[src/rtl/washer_ctrl_fsm_pkg.sv]
// Shared definitions for the washer sequencer: Gray state codes (also decoded
// by the phase timer) and the actuator bit positions of the output decode.
package washer_ctrl_fsm_pkg;

   typedef enum logic [2:0] {
      ST_IDLE    = 3'b000,
      ST_SUPPLY  = 3'b001,
      ST_WASH    = 3'b011,
      ST_WATER   = 3'b010,
      ST_DEWATER = 3'b110,
      ST_ALARM   = 3'b100
   } state_t;

   localparam int ACT_W      = 5;
   localparam int ACT_INLET  = 0;
   localparam int ACT_DRAIN  = 1;
   localparam int ACT_MOTOR  = 2;
   localparam int ACT_FAST   = 3;
   localparam int ACT_BUZZER = 4;

   // Moore actuator decode; the drain stays open during an abnormal alarm so a
   // partly filled drum empties while the buzzer sounds.
   function automatic logic [ACT_W-1:0] decode_actuators(input state_t st, input logic fault);
      logic [ACT_W-1:0] v;
      v = '0;
      case (st)
         ST_SUPPLY:  v[ACT_INLET] = 1'b1;
         ST_WASH:    v[ACT_MOTOR] = 1'b1;
         ST_WATER:   v[ACT_DRAIN] = 1'b1;
         ST_DEWATER: begin
            v[ACT_DRAIN] = 1'b1;
            v[ACT_FAST]  = 1'b1;
         end
         ST_ALARM: begin
            v[ACT_BUZZER] = 1'b1;
            v[ACT_DRAIN]  = fault;
         end
         default:    v = '0;
      endcase
      return v;
   endfunction

endpackage

[src/rtl/washer_supply_watchdog.sv]
// Fill watchdog: counts cycles while enabled and flags the last allowed cycle.
// Clear wins over enable; the count saturates so it never wraps.
module washer_supply_watchdog #(
   parameter int TIMEOUT = 600
) (
   input  logic clk,
   input  logic reset,
   input  logic i_clear,
   input  logic i_enable,
   output logic o_timeout
);

   localparam int            W    = (TIMEOUT > 1) ? $clog2(TIMEOUT) : 1;
   localparam logic [W-1:0]  LAST = W'(TIMEOUT - 1);

   logic [W-1:0] r_count;

   always_ff @(posedge clk) begin
      if (reset || i_clear) begin
         r_count <= '0;
      end else if (i_enable && (r_count != LAST)) begin
         r_count <= r_count + W'(1);
      end
   end

   assign o_timeout = i_enable && (r_count == LAST);

endmodule

[src/rtl/washer_ctrl_fsm.sv]
// Washing-machine sequencer: RINSE_CYCLES rounds of supply/wash/drain/spin, then
// a buzzer phase, with fill watchdog and abort. Outputs decode from state only.
module washer_ctrl_fsm #(
   parameter int RINSE_CYCLES   = 3,
   parameter int SUPPLY_TIMEOUT = 600
) (
   input  logic       clk,
   input  logic       reset,
   input  logic       start,
   input  logic       abort,
   input  logic       water_full,
   input  logic       wash_done,
   input  logic       water_done,
   input  logic       dewater_done,
   input  logic       alarm_done,
   output logic [2:0] state_out,
   output logic       inlet_valve,
   output logic       drain_valve,
   output logic       motor_on,
   output logic       motor_fast,
   output logic       buzzer,
   output logic       busy,
   output logic       fault,
   output logic [1:0] round_cnt,
   output logic       done
);

   import washer_ctrl_fsm_pkg::*;

   localparam logic [1:0] LAST_ROUND = 2'(RINSE_CYCLES - 1);

   state_t           r_state;
   logic             r_first;
   logic [1:0]       r_round;
   logic             r_fault;
   logic             r_done;

   state_t           w_state_nxt;
   logic [1:0]       w_round_nxt;
   logic             w_fault_nxt;
   logic             w_done_nxt;
   logic             w_timeout;
   logic             w_abort;
   logic [ACT_W-1:0] w_act;

   washer_supply_watchdog #(
      .TIMEOUT (SUPPLY_TIMEOUT)
   ) u_watchdog (
      .clk       (clk),
      .reset     (reset),
      .i_clear   (r_state != ST_SUPPLY),
      .i_enable  (r_state == ST_SUPPLY),
      .o_timeout (w_timeout)
   );

   assign w_abort = abort && ((r_state == ST_SUPPLY) || (r_state == ST_WASH) ||
                              (r_state == ST_WATER)  || (r_state == ST_DEWATER));

   // Timer flags lag state_out by a cycle and stay high across states, so a
   // flag is honoured only after the first cycle and only for its own state.
   always_comb begin
      w_state_nxt = r_state;
      w_round_nxt = r_round;
      w_fault_nxt = r_fault;
      w_done_nxt  = 1'b0;
      case (r_state)
         ST_IDLE: begin
            if (start) begin
               w_state_nxt = ST_SUPPLY;
               w_round_nxt = 2'd0;
               w_fault_nxt = 1'b0;
            end
         end
         ST_SUPPLY: begin
            if (water_full) begin
               w_state_nxt = ST_WASH;
            end else if (w_timeout) begin
               w_state_nxt = ST_ALARM;
               w_fault_nxt = 1'b1;
            end
         end
         ST_WASH: begin
            if (!r_first && wash_done) w_state_nxt = ST_WATER;
         end
         ST_WATER: begin
            if (!r_first && water_done) w_state_nxt = ST_DEWATER;
         end
         ST_DEWATER: begin
            if (!r_first && dewater_done) begin
               if (r_round == LAST_ROUND) begin
                  w_state_nxt = ST_ALARM;
               end else begin
                  w_state_nxt = ST_SUPPLY;
                  w_round_nxt = r_round + 2'd1;
               end
            end
         end
         ST_ALARM: begin
            if (!r_first && alarm_done) begin
               w_state_nxt = ST_IDLE;
               w_done_nxt  = !r_fault;
            end
         end
         default: begin
            w_state_nxt = ST_IDLE;
         end
      endcase
      if (w_abort) begin
         w_state_nxt = ST_ALARM;
         w_round_nxt = r_round;
         w_fault_nxt = 1'b1;
      end
   end

   always_ff @(posedge clk) begin
      if (reset) begin
         r_state <= ST_IDLE;
         r_first <= 1'b1;
         r_round <= 2'd0;
         r_fault <= 1'b0;
         r_done  <= 1'b0;
      end else begin
         r_state <= w_state_nxt;
         r_first <= (w_state_nxt != r_state);
         r_round <= w_round_nxt;
         r_fault <= w_fault_nxt;
         r_done  <= w_done_nxt;
      end
   end

   // done is registered, so it pulses in the first IDLE cycle after ALARM.
   assign w_act       = decode_actuators(r_state, r_fault);
   assign state_out   = r_state;
   assign inlet_valve = w_act[ACT_INLET];
   assign drain_valve = w_act[ACT_DRAIN];
   assign motor_on    = w_act[ACT_MOTOR];
   assign motor_fast  = w_act[ACT_FAST];
   assign buzzer      = w_act[ACT_BUZZER];
   assign busy        = (r_state != ST_IDLE);
   assign fault       = r_fault;
   assign round_cnt   = r_round;
   assign done        = r_done;

endmodule

[config.mk]
export PLATFORM = sky130hd
export DESIGN_NAME = washer_ctrl_fsm
export DESIGN_NICKNAME = d
export VERILOG_FILES = /design/src/rtl/washer_ctrl_fsm_pkg.sv /design/src/rtl/washer_supply_watchdog.sv /design/src/rtl/washer_ctrl_fsm.sv
export SDC_FILE = /design/constraint.sdc
export NUM_CORES = 1
export LEC_CHECK = 0
export CORE_ASPECT_RATIO = 0.9
export CORE_UTILIZATION = 52
export CTS_BUF_LIST = sky130_fd_sc_hd__clkbuf_8
export DETAILED_ROUTE_END_ITERATION = 8
export MAX_ROUTING_LAYER = met4
export PLACE_DENSITY = 0.81
export SKIP_LAST_GASP = 1
export SYNTH_ARGS = -nofsm -noshare
export SYNTH_HDL_FRONTEND = slang
export SYNTH_SLANG_ARGS = --single-unit
[constraint.sdc]
create_clock -name clk -period 2.6 [get_ports clk]
set_clock_uncertainty 0.15 [all_clocks]
set_input_delay 0.52 -clock clk [delete_from_list [all_inputs] [get_ports clk]]
set_output_delay 0.52 -clock clk [all_outputs]
set_load 0.01 [all_outputs]
==> impl_metrics.json, run 1 <==
{
  "path_class": "flop to primary output",
  "fillers": 151,
  "viasPerCell": 5.71,
  "cp_max_fo": 9,
  "start_util_pct": 58.3,
  "reg2reg_slack_ns": 0.56,
  "vias": 993,
  "peakVddDrop_uv": 546,
  "grt_pass1_wl_um": 4050,
  "worstSkewPairLatency_ns": 0.24,
  "leakage_uw": 0.000489,
  "clock_tree.buffer_depth": 2,
  "rsz0062_at_grt": "false",
  "status": "completed",
  "diodes": 0,
  "die_x_um": 49.0,
  "max_slew_margin_pct": 69.3,
  "synthDistinctLibCells": 43,
  "seq_area_frac_synth_pct": 34.9,
  "remaining_drc_errors": 0,
  "num_rows": 14,
  "final_layout_size_suffix_gt1_share_pct": 6.67,
  "syn_inst": 130,
  "drtAntennaViolNets": 0,
  "finish.net_count": 163,
  "ctsHoldBuffers": 0,
  "hold_viol_final": 0,
  "finalWirelength_um": 2410,
  "worst_pin_slew_ns": 0.457,
  "synth_nets": 141,
  "fmax_ghz": 0.410,
  "cp.required_ns": 1.93,
  "die_y_um": 44.3,
  "p_total_uw": 724,
  "crit_path_start": "state_out[2]",
  "powerDensity_nw_per_um2": 554,
  "report.final.slew_viol_count": 0,
  "clk_pin_slew_ns": 0.06,
  "worstRegToRegCells": 5,
  "hold_class": "flop to flop",
  "core_area_um2": 1770,
  "htreeDepth": 1,
  "grt_pass1_vias": 918,
  "ys_ff_latch": 18,
  "grt_overflow": 0,
  "post_cts_buffers": 0,
  "die-area_um2": 2170,
  "final_common_cell": "nor2_1",
  "wl_per_cell_um": 13.9,
  "synth_top_cell_by_area": "dfxtp_1",
  "crit_arrival_ns": 1.77,
  "antenna_found_initial": 0,
  "cts_tree": "done",
  "dr.pass1.iters": 4,
  "cts-root-buf": "clkbuf_8",
  "cp-start-kind": "flop",
  "fin_crit_sh_pct": 93.7,
  "dp_slack_ns": 0.424,
  "gp_congestion": 0.858,
  "syn2layout_area_growth_pct": 26.4,
  "setup_tns_ns": 0,
  "r2r-start": "u_watchdog.r_count[5]",
  "setup_viol": 0,
  "most-common-layout-cells": "nor2_1, clkdlybuf4s50_1, dfxtp_1, a21oi_1, nand3_1",
  "syn-mean-instance-area_um2": 7.94,
  "post_cts_resized": 0,
  "maxCapViolCount": 0,
  "numCtsBuffers": 3,
  "endpoint_kind": "primary output",
  "ios": 22,
  "place_hpwl_um": 1840,
  "syn_area_um2": 1030,
  "port_buffers": 21,
  "grt_usage_pct": 25.9,
  "setup_ws_ns": 0.163,
  "yosys-top-cells-area": "dfxtp_1, nor2_1, a21oi_1",
  "grt_max_degree": 19,
  "min_period_ns": 2.44,
  "r2r-end": "state_out[2]",
  "crit_path_end": "inlet_valve",
  "drtIter0Drc": 29,
  "yosysWarnings": 0,
  "yosysTopAreaCellShare_pct": 34.9,
  "clkSinkCount": 18
}
-- registers in the layout (all words and copies together), names as in the netlist --
register            flops
r_first                 1
done                    1
state_out               3
round_cnt               2
fault                   1
u_watchdog.r_count     10
-- Yosys cell counts (all sizes together) --
cell type	instances
a31oi	1
a22oi	1
a22o	1
mux2i	1
nand2	5
inv	6
or2	1
xor2	4
nor2b	2
nand2b	3
or3	1
nand4	1
dfxtp	18
ha	2
a21oi	7
a211oi	1
a311o	1
nor3	7
and3	1
o2bb2ai	1
buf	1
o32ai	1
o21a	2
or3b	1
and3b	1
and2	1
and4	2
xnor2	4
nor4b	2
nand3b	1
a21o	3
nor4	2
clkbuf	6
o21ai	3
nand3	7
or4	1
or4b	1
nor2	24
nor3b	1
o221a	1
-- cells by family (layout without fill, tap and decap cells) --
family,count (synthesis),in the layout,share of synthesized area [%]
flops,18,18,34.9
mux,1,1,0.970
simple gates,65,65,34.6
compound gates,23,23,15.2
xor+xnor,8,8,6.79
buf+inv,13,33,5.21
fa+ha+maj,2,2,2.42
-- metrics by stage --
stage	hold WS [ns]	instances	util, %	cell area, µm²
final	0.338	174	73.8	1310
after floorplan	0.330	130	-	1030
after CTS	0.341	174	73.8	1310
after global placement	0.329	171	71.4	1260
after detailed placement	0.329	171	71.4	1260
after global routing	0.349	174	73.8	1310
-- worst min path at each step --
stage	from	to	cells past startpoint
6_report	round_cnt[1]	round_cnt[1]	1
2_1_floorplan	u_watchdog.r_count[9]	u_watchdog.r_count[9]	2
5_1_grt	round_cnt[1]	round_cnt[1]	1
3_3_place_gp	round_cnt[1]	round_cnt[1]	1
4_1_cts	round_cnt[1]	round_cnt[1]	1
3_5_place_dp	round_cnt[1]	round_cnt[1]	1
-- routing by layer --
layer  up-vias  share of wire (%)  GRT usage (%)
met5         -                  0              -
met3         2                5.1           6.53
met1       463                 48           32.3
met2        29                 46           41.7
met4         0               0.70           7.65
li1        499                  -              -
-- worst max-delay path, cell delays in order, from the launching register on --
cell	delay [ns]
dfxtp_1	0.37
or3b_1	0.50
inv_1	0.12
clkdlybuf4s50_1	0.53
-- cell type report --
class                   instances  area (µm²)  share of cell area, %
multi-input cells              99         618                   47.4
repair buffers                 24         233                   17.8
flip-flops and latches         18         360                   27.6
inverters                       6        22.5                   1.73
well taps                      24        30.0                   2.30
clock buffers                   3        41.3                   3.16
-- where the power goes --
| group | internal [µW] | switching [µW] | leakage [µW] |
|---|---|---|---|
| Sequential | 291 | 16.7 | 0.000146 |
| Combinational | 111 | 119 | 0.000322 |
| Clock | 103 | 83.0 | 0.0000216 |
No activity file was read; power rests on OpenSTA's default activity.
==> run 2, diff against run 1 <==
==> constraint.sdc (replaced) <==
create_clock -name clk -period 2.6 [get_ports clk]
set_clock_uncertainty 0.15 [all_clocks]
set_input_delay 0.26 -clock clk [delete_from_list [all_inputs] [get_ports clk]]
set_output_delay 0.26 -clock clk [all_outputs]
set_load 0.01 [all_outputs]
==> run 2 against run 1 <==
  * Non-clock buffer count is 2 lower
  * Combinational power decreased by 7%
  * Global-route usage decreased by 0.56 points
  * Sequential share of layout area hardly changed
  * Total power grew 5.2%
  * Register-to-register slack about the same
  * Setup slack improved by 0.11 ns
  * Largest cell class unchanged
  * Largest power group unchanged
  * Highest routed layer unchanged
==> impl_metrics.json, run 2 (synthesis gave the netlist of run 1 again) <==
{
  "status": "completed",
  "report.final.slew_viol_count": 0,
  "vias": 980,
  "endpoint_kind": "primary output",
  "path_cells": "or3b_1 -> inv_1 -> clkdlybuf4s50_1",
  "place_area_um2": 1250,
  "finish.net_count": 161,
  "num_rows": 14,
  "finalWirelength_um": 2340,
  "ctsHoldBuffers": 0,
  "largest_register_ffs": 10,
  "numCtsBuffers": 3,
  "die_x_um": 49.0,
  "dr.pass1.iters": 4,
  "peakVddDrop_uv": 552,
  "remaining_drc_errors": 0,
  "grt_pass1_vias": 900,
  "fin_crit_sh_pct": 89.4,
  "antenna_found_initial": 0,
  "leakage_uw": 0.000486,
  "cpLargestDelayFamily": "buffers and inverters",
  "clkSinkCount": 18,
  "cp_max_fo": 16,
  "diodes": 0,
  "setup_viol": 0,
  "cts_tree": "done",
  "crit_arrival_ns": 1.91,
  "most-common-layout-cells": "nor2_1, clkdlybuf4s50_1, dfxtp_1, a21oi_1, nand3_1",
  "grt_max_degree": 19,
  "critical-path-slowest-cell": "or3b_1",
  "die_y_um": 44.3,
  "hold_viol_final": 0,
  "cp.required_ns": 2.19,
  "design_area_um2": 1300,
  "start_util_pct": 58.3,
  "grtUsageMet1_pct": 33.5,
  "htreeDepth": 1,
  "path_class": "flop to primary output",
  "worst_pin_slew_ns": 0.480,
  "die-area_um2": 2170,
  "powerDensity_nw_per_um2": 584,
  "final_layout_size_suffix_gt1_share_pct": 6.04,
  "cts-root-buf": "clkbuf_8",
  "maxCapViolCount": 0,
  "min_period_ns": 2.32,
  "port_buffers": 21,
  "viasPerCell": 5.66,
  "cp-start-kind": "flop",
  "fin_cells": 173,
  "final_common_cell": "nor2_1",
  "rsz0062_at_grt": "false",
  "final_util_pct": 73.7,
  "syn2layout_area_growth_pct": 26.3,
  "drtAntennaViolNets": 0,
  "gp_congestion": 0.950,
  "setup_tns_ns": 0,
  "slowest_delay_ns": 0.56,
  "place_hpwl_um": 1740,
  "ios": 22,
  "fmax_ghz": 0.430,
  "grt_use_met2_pct": 36.1,
  "placed_cells": 169,
  "core_area_um2": 1770,
  "grt_use_met3_pct": 6.53,
  "max_slew_margin_pct": 67.9,
  "reg2reg_slack_ns": 0.56,
  "post_cts_resized": 0,
  "clk_pin_slew_ns": 0.07,
  "grt_overflow": 0,
  "grt_pass1_wl_um": 3990,
  "post_cts_buffers": 0,
  "grt_usage_pct": 25.3,
  "grt.busiest_layer": "met2",
  "top_register": "u_watchdog.r_count",
  "worst-path-buf-inv": 2,
  "drtIter0Drc": 44,
  "clock_tree.buffer_depth": 2,
  "worstSkewPairLatency_ns": 0.26,
  "hold_class": "flop to flop",
  "hold_slack_ns": 0.347,
  "wl_per_cell_um": 13.5
}
[run 2: changes by cell type in the layout (fill, tap and decap cells not counted), sizes merged]
cell,change
clkbuf,+1
buf,-2
[run 2: power by group]
part           switching, µW  internal, µW
Combinational            109           106
Sequential              25.4           291
Clock                   94.8           135
Total                    229           532
[run 2: worst reg2reg max path, cell delays in order (launching register included)]
cell and delay [ns]:
dfxtp_1 0.46, or3b_1 0.56, or4_1 0.57, xor2_1 0.14, nor2_1 0.05
[run 2: layout make-up]
class / instances / area (µm²)
multi-input combinational: 99 / 618
inverter: 6 / 22.5
sequential: 18 / 360
tap: 24 / 30.0
fill: 144 / 465
clock buffer: 4 / 55.1
timing repair buffer: 22 / 218
[run 2: per-stage QoR]
stage	setup slack (ns)	total power [µW]
floorplan	0.623	453
global placement	0.611	531
detailed placement	0.554	533
CTS	0.261	768
global route	0.187	801
finish	0.276	761
[run 2: per-layer routing]
| metal | share of wire (%) | vias up |
|---|---|---|
| met2 | 44 | 30 |
| met4 | 0.81 | 0 |
| li1 | - | 496 |
| met1 | 49 | 452 |
| met3 | 6.3 | 2 |
| met5 | 0 | - |
[run 2: worst paths after layout]
path	start	endpoint	cells past startpoint
max	state_out[1]	inlet_valve	3
min	round_cnt[1]	round_cnt[1]	1
max reg2reg	state_out[1]	u_watchdog.r_count[9]	4
min reg2reg	round_cnt[1]	round_cnt[1]	1
